## src/rtl/dmem_arbiter_if.sv

```systemverilog
// Signal bundle between the two requesters, the data-memory arbiter and the memory.
// slave is the arbiter's view; master is the combined requester/memory view.
interface dmem_arbiter_if #(
    parameter int DATA_WIDTH = 32
);
    logic                  req0, req1;
    logic                  we0, we1;
    logic [1:0]            maskmode0, maskmode1;
    logic                  sext0, sext1;
    logic [DATA_WIDTH-1:0] addr0, addr1;
    logic [DATA_WIDTH-1:0] wdata0, wdata1;
    logic                  ack0, ack1;
    logic                  err0, err1;
    logic [DATA_WIDTH-1:0] rdata;
    logic                  mem_write, mem_read;
    logic [1:0]            mem_maskmode;
    logic                  mem_sext;
    logic [DATA_WIDTH-1:0] mem_address, mem_write_data;
    logic [DATA_WIDTH-1:0] mem_read_data;

    modport slave (
        input  req0, req1, we0, we1, maskmode0, maskmode1, sext0, sext1,
               addr0, addr1, wdata0, wdata1, mem_read_data,
        output ack0, ack1, err0, err1, rdata,
               mem_write, mem_read, mem_maskmode, mem_sext, mem_address, mem_write_data
    );

    modport master (
        output req0, req1, we0, we1, maskmode0, maskmode1, sext0, sext1,
               addr0, addr1, wdata0, wdata1, mem_read_data,
        input  ack0, ack1, err0, err1, rdata,
               mem_write, mem_read, mem_maskmode, mem_sext, mem_address, mem_write_data
    );
endinterface

```

## src/rtl/dmem_arbiter.sv

```systemverilog
// Two-port arbiter/sequencer for the single-ported data memory (CPU LSU on port 0, loader on port 1).
// Define DMEM_ARB_FIXED_PRIO_EN for fixed port-0 priority; default is round-robin.
module dmem_arbiter #(
    parameter int DATA_WIDTH = 32
) (
    input  logic           clk,
    input  logic           reset_n,
    dmem_arbiter_if.slave  bus
);
    typedef enum logic {ST_IDLE = 1'b0, ST_ACCESS = 1'b1} state_t;

    state_t                r_state, w_state_nxt;
    logic                  r_owner, r_we, r_sext, r_bad;
    logic [1:0]            r_mask;
    logic [DATA_WIDTH-1:0] r_addr, r_wdata, r_rdata;
    logic                  r_ack0, r_ack1, r_err0, r_err1;

    logic                  w_elig0, w_elig1, w_sel1, w_take;
    logic                  w_sel_we, w_sel_sext, w_sel_bad;
    logic [1:0]            w_sel_mask;
    logic [DATA_WIDTH-1:0] w_sel_addr, w_sel_wdata;
`ifndef DMEM_ARB_FIXED_PRIO_EN
    logic                  r_rr_ptr;
`endif

    always_ff @(posedge clk or negedge reset_n) begin
        if (!reset_n) r_state <= ST_IDLE;
        else          r_state <= w_state_nxt;
    end

    always_comb begin
        w_state_nxt = r_state;
        // a port being acked this cycle is masked so a slow req drop is not re-served
        w_elig0     = bus.req0 & ~r_ack0;
        w_elig1     = bus.req1 & ~r_ack1;
`ifdef DMEM_ARB_FIXED_PRIO_EN
        w_sel1      = w_elig1 & ~w_elig0;
`else
        w_sel1      = w_elig1 & (~w_elig0 | r_rr_ptr);
`endif
        w_take      = (r_state == ST_IDLE) & (w_elig0 | w_elig1);
        w_sel_we    = w_sel1 ? bus.we1       : bus.we0;
        w_sel_mask  = w_sel1 ? bus.maskmode1 : bus.maskmode0;
        w_sel_sext  = w_sel1 ? bus.sext1     : bus.sext0;
        w_sel_addr  = w_sel1 ? bus.addr1     : bus.addr0;
        w_sel_wdata = w_sel1 ? bus.wdata1    : bus.wdata0;

        case (w_sel_mask)
            2'b00:   w_sel_bad = 1'b0;
            2'b01:   w_sel_bad = w_sel_addr[0];
            2'b10:   w_sel_bad = |w_sel_addr[1:0];
            default: w_sel_bad = 1'b1;
        endcase

        case (r_state)
            ST_IDLE:   if (w_take) w_state_nxt = ST_ACCESS;
            ST_ACCESS: w_state_nxt = ST_IDLE;
            default:   w_state_nxt = ST_IDLE;
        endcase
    end

    always_ff @(posedge clk or negedge reset_n) begin
        if (!reset_n) begin
            r_owner  <= 1'b0;
            r_we     <= 1'b0;
            r_sext   <= 1'b0;
            r_bad    <= 1'b0;
            r_mask   <= '0;
            r_addr   <= '0;
            r_wdata  <= '0;
            r_rdata  <= '0;
            r_ack0   <= 1'b0;
            r_ack1   <= 1'b0;
            r_err0   <= 1'b0;
            r_err1   <= 1'b0;
`ifndef DMEM_ARB_FIXED_PRIO_EN
            r_rr_ptr <= 1'b0;
`endif
        end else begin
            r_ack0 <= 1'b0;
            r_ack1 <= 1'b0;
            r_err0 <= 1'b0;
            r_err1 <= 1'b0;
            if (w_take) begin
                r_owner <= w_sel1;
                r_we    <= w_sel_we;
                r_mask  <= w_sel_mask;
                r_sext  <= w_sel_sext;
                r_addr  <= w_sel_addr;
                r_wdata <= w_sel_wdata;
                r_bad   <= w_sel_bad;
            end
            if (r_state == ST_ACCESS) begin
                // rdata only changes on loads so it survives intervening stores
                if (!r_we) r_rdata <= r_bad ? '0 : bus.mem_read_data;
                if (r_owner) begin
                    r_ack1 <= 1'b1;
                    r_err1 <= r_bad;
                end else begin
                    r_ack0 <= 1'b1;
                    r_err0 <= r_bad;
                end
`ifndef DMEM_ARB_FIXED_PRIO_EN
                r_rr_ptr <= ~r_owner;
`endif
            end
        end
    end

    assign bus.ack0           = r_ack0;
    assign bus.ack1           = r_ack1;
    assign bus.err0           = r_err0;
    assign bus.err1           = r_err1;
    assign bus.rdata          = r_rdata;
    assign bus.mem_write      = (r_state == ST_ACCESS) & r_we & ~r_bad;
    assign bus.mem_read       = (r_state == ST_ACCESS) & ~r_we & ~r_bad;
    assign bus.mem_maskmode   = r_mask;
    assign bus.mem_sext       = r_sext;
    assign bus.mem_address    = r_addr;
    assign bus.mem_write_data = r_wdata;
endmodule

```

## src/flat_wrapper.sv

```systemverilog
// flat-port wrapper written by rule: the top's interface ports become plain ports
module dmem_arbiter_flat 
#(
    parameter int DATA_WIDTH = 32
)
  (clk, reset_n, bus_req0, bus_req1, bus_we0, bus_we1, bus_maskmode0, bus_maskmode1, bus_sext0, bus_sext1, bus_addr0, bus_addr1, bus_wdata0, bus_wdata1, bus_mem_read_data, bus_ack0, bus_ack1, bus_err0, bus_err1, bus_rdata, bus_mem_write, bus_mem_read, bus_mem_maskmode, bus_mem_sext, bus_mem_address, bus_mem_write_data);
  dmem_arbiter_if #(.DATA_WIDTH(DATA_WIDTH)) bus_i ();
  input  logic clk;
  input  logic reset_n;
  input wire logic [$bits(bus_i.req0)-1:0] bus_req0;
  input wire logic [$bits(bus_i.req1)-1:0] bus_req1;
  input wire logic [$bits(bus_i.we0)-1:0] bus_we0;
  input wire logic [$bits(bus_i.we1)-1:0] bus_we1;
  input wire logic [$bits(bus_i.maskmode0)-1:0] bus_maskmode0;
  input wire logic [$bits(bus_i.maskmode1)-1:0] bus_maskmode1;
  input wire logic [$bits(bus_i.sext0)-1:0] bus_sext0;
  input wire logic [$bits(bus_i.sext1)-1:0] bus_sext1;
  input wire logic [$bits(bus_i.addr0)-1:0] bus_addr0;
  input wire logic [$bits(bus_i.addr1)-1:0] bus_addr1;
  input wire logic [$bits(bus_i.wdata0)-1:0] bus_wdata0;
  input wire logic [$bits(bus_i.wdata1)-1:0] bus_wdata1;
  input wire logic [$bits(bus_i.mem_read_data)-1:0] bus_mem_read_data;
  output wire logic [$bits(bus_i.ack0)-1:0] bus_ack0;
  output wire logic [$bits(bus_i.ack1)-1:0] bus_ack1;
  output wire logic [$bits(bus_i.err0)-1:0] bus_err0;
  output wire logic [$bits(bus_i.err1)-1:0] bus_err1;
  output wire logic [$bits(bus_i.rdata)-1:0] bus_rdata;
  output wire logic [$bits(bus_i.mem_write)-1:0] bus_mem_write;
  output wire logic [$bits(bus_i.mem_read)-1:0] bus_mem_read;
  output wire logic [$bits(bus_i.mem_maskmode)-1:0] bus_mem_maskmode;
  output wire logic [$bits(bus_i.mem_sext)-1:0] bus_mem_sext;
  output wire logic [$bits(bus_i.mem_address)-1:0] bus_mem_address;
  output wire logic [$bits(bus_i.mem_write_data)-1:0] bus_mem_write_data;
  assign bus_i.req0 = bus_req0;
  assign bus_i.req1 = bus_req1;
  assign bus_i.we0 = bus_we0;
  assign bus_i.we1 = bus_we1;
  assign bus_i.maskmode0 = bus_maskmode0;
  assign bus_i.maskmode1 = bus_maskmode1;
  assign bus_i.sext0 = bus_sext0;
  assign bus_i.sext1 = bus_sext1;
  assign bus_i.addr0 = bus_addr0;
  assign bus_i.addr1 = bus_addr1;
  assign bus_i.wdata0 = bus_wdata0;
  assign bus_i.wdata1 = bus_wdata1;
  assign bus_i.mem_read_data = bus_mem_read_data;
  assign bus_ack0 = bus_i.ack0;
  assign bus_ack1 = bus_i.ack1;
  assign bus_err0 = bus_i.err0;
  assign bus_err1 = bus_i.err1;
  assign bus_rdata = bus_i.rdata;
  assign bus_mem_write = bus_i.mem_write;
  assign bus_mem_read = bus_i.mem_read;
  assign bus_mem_maskmode = bus_i.mem_maskmode;
  assign bus_mem_sext = bus_i.mem_sext;
  assign bus_mem_address = bus_i.mem_address;
  assign bus_mem_write_data = bus_i.mem_write_data;
  dmem_arbiter #(.DATA_WIDTH(DATA_WIDTH)) u_core (.clk(clk), .reset_n(reset_n), .bus(bus_i));
endmodule
```

## config.mk

```make
export PLATFORM = sky130hd
export DESIGN_NAME = dmem_arbiter_flat
export DESIGN_NICKNAME = d
export VERILOG_FILES = /design/src/rtl/dmem_arbiter_if.sv /design/src/rtl/dmem_arbiter.sv /design/src/flat_wrapper.sv
export SDC_FILE = /design/constraint.sdc
export NUM_CORES = 1
export LEC_CHECK = 0
export ABC_AREA = 1
export BUFFER_PORTS_ARGS = -buffer_cell sky130_fd_sc_hd__buf_2
export CORE_ASPECT_RATIO = 0.8
export CORE_MARGIN = 2
export CORE_UTILIZATION = 40
export DETAILED_ROUTE_END_ITERATION = 10
export PLACE_DENSITY = 0.83
export SLEW_MARGIN = 20
export SYNTH_ARGS = -nofsm -noshare
export SYNTH_HDL_FRONTEND = slang
export SYNTH_SLANG_ARGS = --single-unit
```

## constraint.sdc

```tcl
create_clock -name clk -period 2.9 [get_ports clk]
set_clock_uncertainty 0.05 [all_clocks]
set_input_delay 0.435 -clock clk [delete_from_list [all_inputs] [get_ports clk]]
set_output_delay 0.435 -clock clk [all_outputs]
set_load 0.02 [all_outputs]
```

==> impl.org <==
** Outcome
- The run finished with clean final reports.

** Die
- Die footprint :: roughly 13,000 um2
- The die is approximately 130 um wide.
- Initial standard-cell utilization of the core :: between 40% and 50%
- Measured along the y axis, the die boundary spans between 100 and 150 um.
- Floorplan Core Area :: ~12,000 um2
- After floorplanning, the core was divided into 35 placement rows.
- For this design the top-level I/O count stands at ~280.

** Setup path
- Maximum fanout along the worst path :: 33
- Critical path class :: reg2out
- Data on the critical path is required at its endpoint by between 2 and 2.5 ns.
- The worst setup path is captured at a primary output.
- Type of element launching the critical path :: register
- Data arrival time of the worst path :: roughly 2 ns

** Logic synthesis
- Counting distinct cell types in the post-synthesis netlist gives 22.
- Largest cells by area after synthesis :: dfrtp_1 57%, nand2_1 12%, o21ai_1 9.3%
- The largest total area in the synthesized netlist belongs to dfrtp_1.
- After synthesis the netlist holds a flip-flop and latch count of 108.
- Number of enable-type register cells in the synthesized netlist :: 0
- Most frequent cell after synthesis :: nand2_1
- Synth warnings :: 0
- Share of synthesized flip-flops with an asynchronous set or reset :: 100%
- In the synthesized netlist the dominant register cell turns out to be dfrtp_1.
- Summed over its instances, the top area cell type makes up a little under three fifths of the synthesized netlist area.
- Counting instances in the post-synthesis netlist gives the leading cell types as 152 x nand2_1, 108 x dfrtp_1, 88 x o21ai_1.
- Counting every instance in the synthesized netlist gives 555.
- The average instance in the mapped netlist occupies between 8 and 9 um2.
- After synthesis, flip-flops and latches occupy ~57% of the total area.
- Summing every instance area after synthesis gives 4720 um2.
- Number of nets produced by synthesis :: 727

** Global routing
- Global routing used between 20% and 30% of the available tracks.
- GRT Residual Overflow :: 0
- Global routing used between 5 and 6% of the available met3 tracks.
- Wire length of the first global-routing pass :: ~22 mm
- The via count of the first global-routing pass is 4,440.
- Met1 demand-to-capacity share in global routing :: between 20% and 30%
- met2 is the most crowded layer.
- The initial antenna violation count was 0.
- Entering global routing, the biggest net connects 71 pins.
- In the global route stage, met2 resource usage came out at around 36%.

** STA
- Setup repair after global routing left no endpoint under its margin.
- After routing, the total negative slack on setup checks comes to 0 ns.
- Final hold violation count :: 0
- Number of slew-limit violations in the final report :: 0
- In the post-route analysis, the smallest setup slack over all paths is approximately 0.4 ns.
- Final setup violation count :: 0
- Slew headroom :: between 40 and 50%
- Final clock period utilization by the worst path :: ~86%
- Achievable frequency :: between 0.3 and 0.4 GHz
- At the pin with the least slew margin, the transition time is approximately 0.82 ns.
- Minimum period implied by the final worst setup slack :: approximately 2.5 ns

** Place
- During placement, the flow inserted port buffers numbering around 280.
- The HPWL after detailed placement is around 9.8 mm.
- Final estimated routing congestion in global placement :: 0.787
- Minimum setup slack after placement :: roughly 0.76 ns

** Clock tree
- Clock slew at reported path FFs :: about 0.08 ns
- TritonCTS built the clock tree.
- CTS max path bufs :: 2
- CTS saw about 110 sinks.
- Deepest level of the CTS H-tree :: 3
- Clock tree synthesis selected as its root buffer the cell clkbuf_16.
- For this design, the CTS-stage hold fixing added 0 buffers.
- Total of cells resized after clock tree synthesis :: 0
- Skew-Pair Late Insertion Delay :: around 0.34 ns
- Setup Buffers After CTS :: 0
- Number of buffers added by the clock tree synthesis step :: 9

** Routing
- Router iterations before antenna repair :: 4
- Via count :: about 4,700
- For this block, the initial DRC count from the detailed router was 223.
- The count of nets left with antenna violations once routing finished came out at 0.
- After detailed routing, the number of vias per cell comes to between 4 and 5.
- The final layout contains routed wiring with a total length of 13.5 mm.
- Detail-routed net length per standard cell :: between 10 and 15 um
- Post-detailed-route DRC marker count :: 0

** Final layout
- Register Area :: around 2700 um2
- Number of fill cells in the layout :: 1,092
- Layout-stage area growth over the synthesis result :: 36.1%
- Proportion of layout cells with a drive suffix above 1 :: a little under two fifths
- End-of-flow core utilization :: a little under three fifths
- Layout Nets :: between 900 and 1,000
- N_diodes :: 0
- The multi-input combinational cells in the finished layout cover a total of between 1500 and 2000 um2.

** Power and ir drop
- Power spread over the standard cell area amounts to between 1000 and 1500 nW/um2.
- Summed over all cells, the static leakage comes to between 0.003 and 0.004 uW.
- The design draws around 7000 uW.
- VDD IR max :: around 0.48 mV

** Job
- Max-cap check violation count :: 0

** Worst hold path
- In this run the worst hold path is classified as in2async.
sequential cells by signal, indices dropped and copies added (netlist names):
name	flops
u_core.bus.ack0	1
u_core.bus.ack1	1
u_core.bus.err0	1
u_core.bus.err1	1
u_core.bus.mem_address	32
u_core.bus.mem_maskmode	2
u_core.bus.mem_sext	1
u_core.bus.mem_write_data	32
u_core.bus.rdata	32
u_core.r_bad	1
u_core.r_owner	1
u_core.r_rr_ptr	1
u_core.r_state	1
u_core.r_we	1
cell families (layout without fill, tap and decap cells):
family / after synthesis / in the layout / synth area share [%]
compound gates: 164 / 164 / 17.5
flops: 108 / 108 / 57.2
buf+inv: 52 / 314 / 6.09
simple gates: 231 / 231 / 19.2
layer usage:
layer | share of wire (%) | wire length, um
met1 | 41 | 5530
met2 | 50 | 6730
met3 | 8.1 | 1090
met4 | 1.2 | 159
met5 | 0 | 0
power by group:
part	switching, uW	total [uW]	internal (uW)	leakage (uW)
Clock	586	1180	597	0.000132
Sequential	386	2560	2180	0.00134
Combinational	2220	3270	1050	0.00205
area by class of cell:
| class | instances | area share, % |
|---|---|---|
| repair buffers | 283 | 22.7 |
| well taps | 148 | 2.88 |
| multi-input cells | 395 | 26.9 |
| clock inverters | 7 | 0.915 |
| flip-flops and latches | 108 | 42.1 |
| clock buffers | 9 | 3.50 |
| inverters | 15 | 0.954 |
through the flow:
step	cells	hold WS, ns	instance area, um2
after detailed placement	949	0.418	6140
after global placement	949	0.417	6140
final	965	0.0693	6430
after floorplan	555	0.0894	4720
after CTS	965	0.0896	6430
after global routing	965	0.116	6430
final timing paths:
check                                                                 end  slack, ns                             startpoint  cells after the start
worst max-delay path                                         bus_mem_read       0.40                u_core.r_we$_DFFE_PN0P_                      5
worst min-delay path            u_core.bus.mem_write_data[29]$_DFFE_PN0P_       0.07                                reset_n                      1
worst max register to register                   u_core.r_bad$_DFFE_PN0P_       1.03              u_core.bus.ack1$_DFF_PN0_                     10
worst min register to register      u_core.bus.mem_address[1]$_DFFE_PN0P_       0.44  u_core.bus.mem_address[1]$_DFFE_PN0P_                      2
max in group asynchronous          u_core.bus.mem_address[18]$_DFFE_PN0P_       2.00                                reset_n                      2
min in group clk                         u_core.bus.rdata[12]$_DFFE_PN0P_       0.24                  bus_mem_read_data[12]                      3
cell usage in the layout (no fill, tap or decap), types with 3 or more instances in the layout:
| cell | Yosys | final |
|---|---|---|
| inv_2 | 3 | 3 |
| inv_1 | 11 | 11 |
| o21ai_1 | 88 | 88 |
| o21ai_0 | 57 | 57 |
| buf_4 | 9 | 6 |
| clkbuf_16 | 0 | 9 |
| nor2_1 | 69 | 69 |
| nand2_1 | 152 | 152 |
| a21oi_1 | 17 | 17 |
| clkinvlp_4 | 0 | 3 |
| buf_2 | 7 | 275 |
| dfrtp_1 | 108 | 108 |
critical path, cell delays in order, from the launching register on:
cell,delay [ns]
dfrtp_1,0.88
inv_1,0.18
nand3_1,0.14
inv_1,0.04
buf_4,0.22
buf_2,0.20
Note: power is estimated with default switching activity, not from simulation.
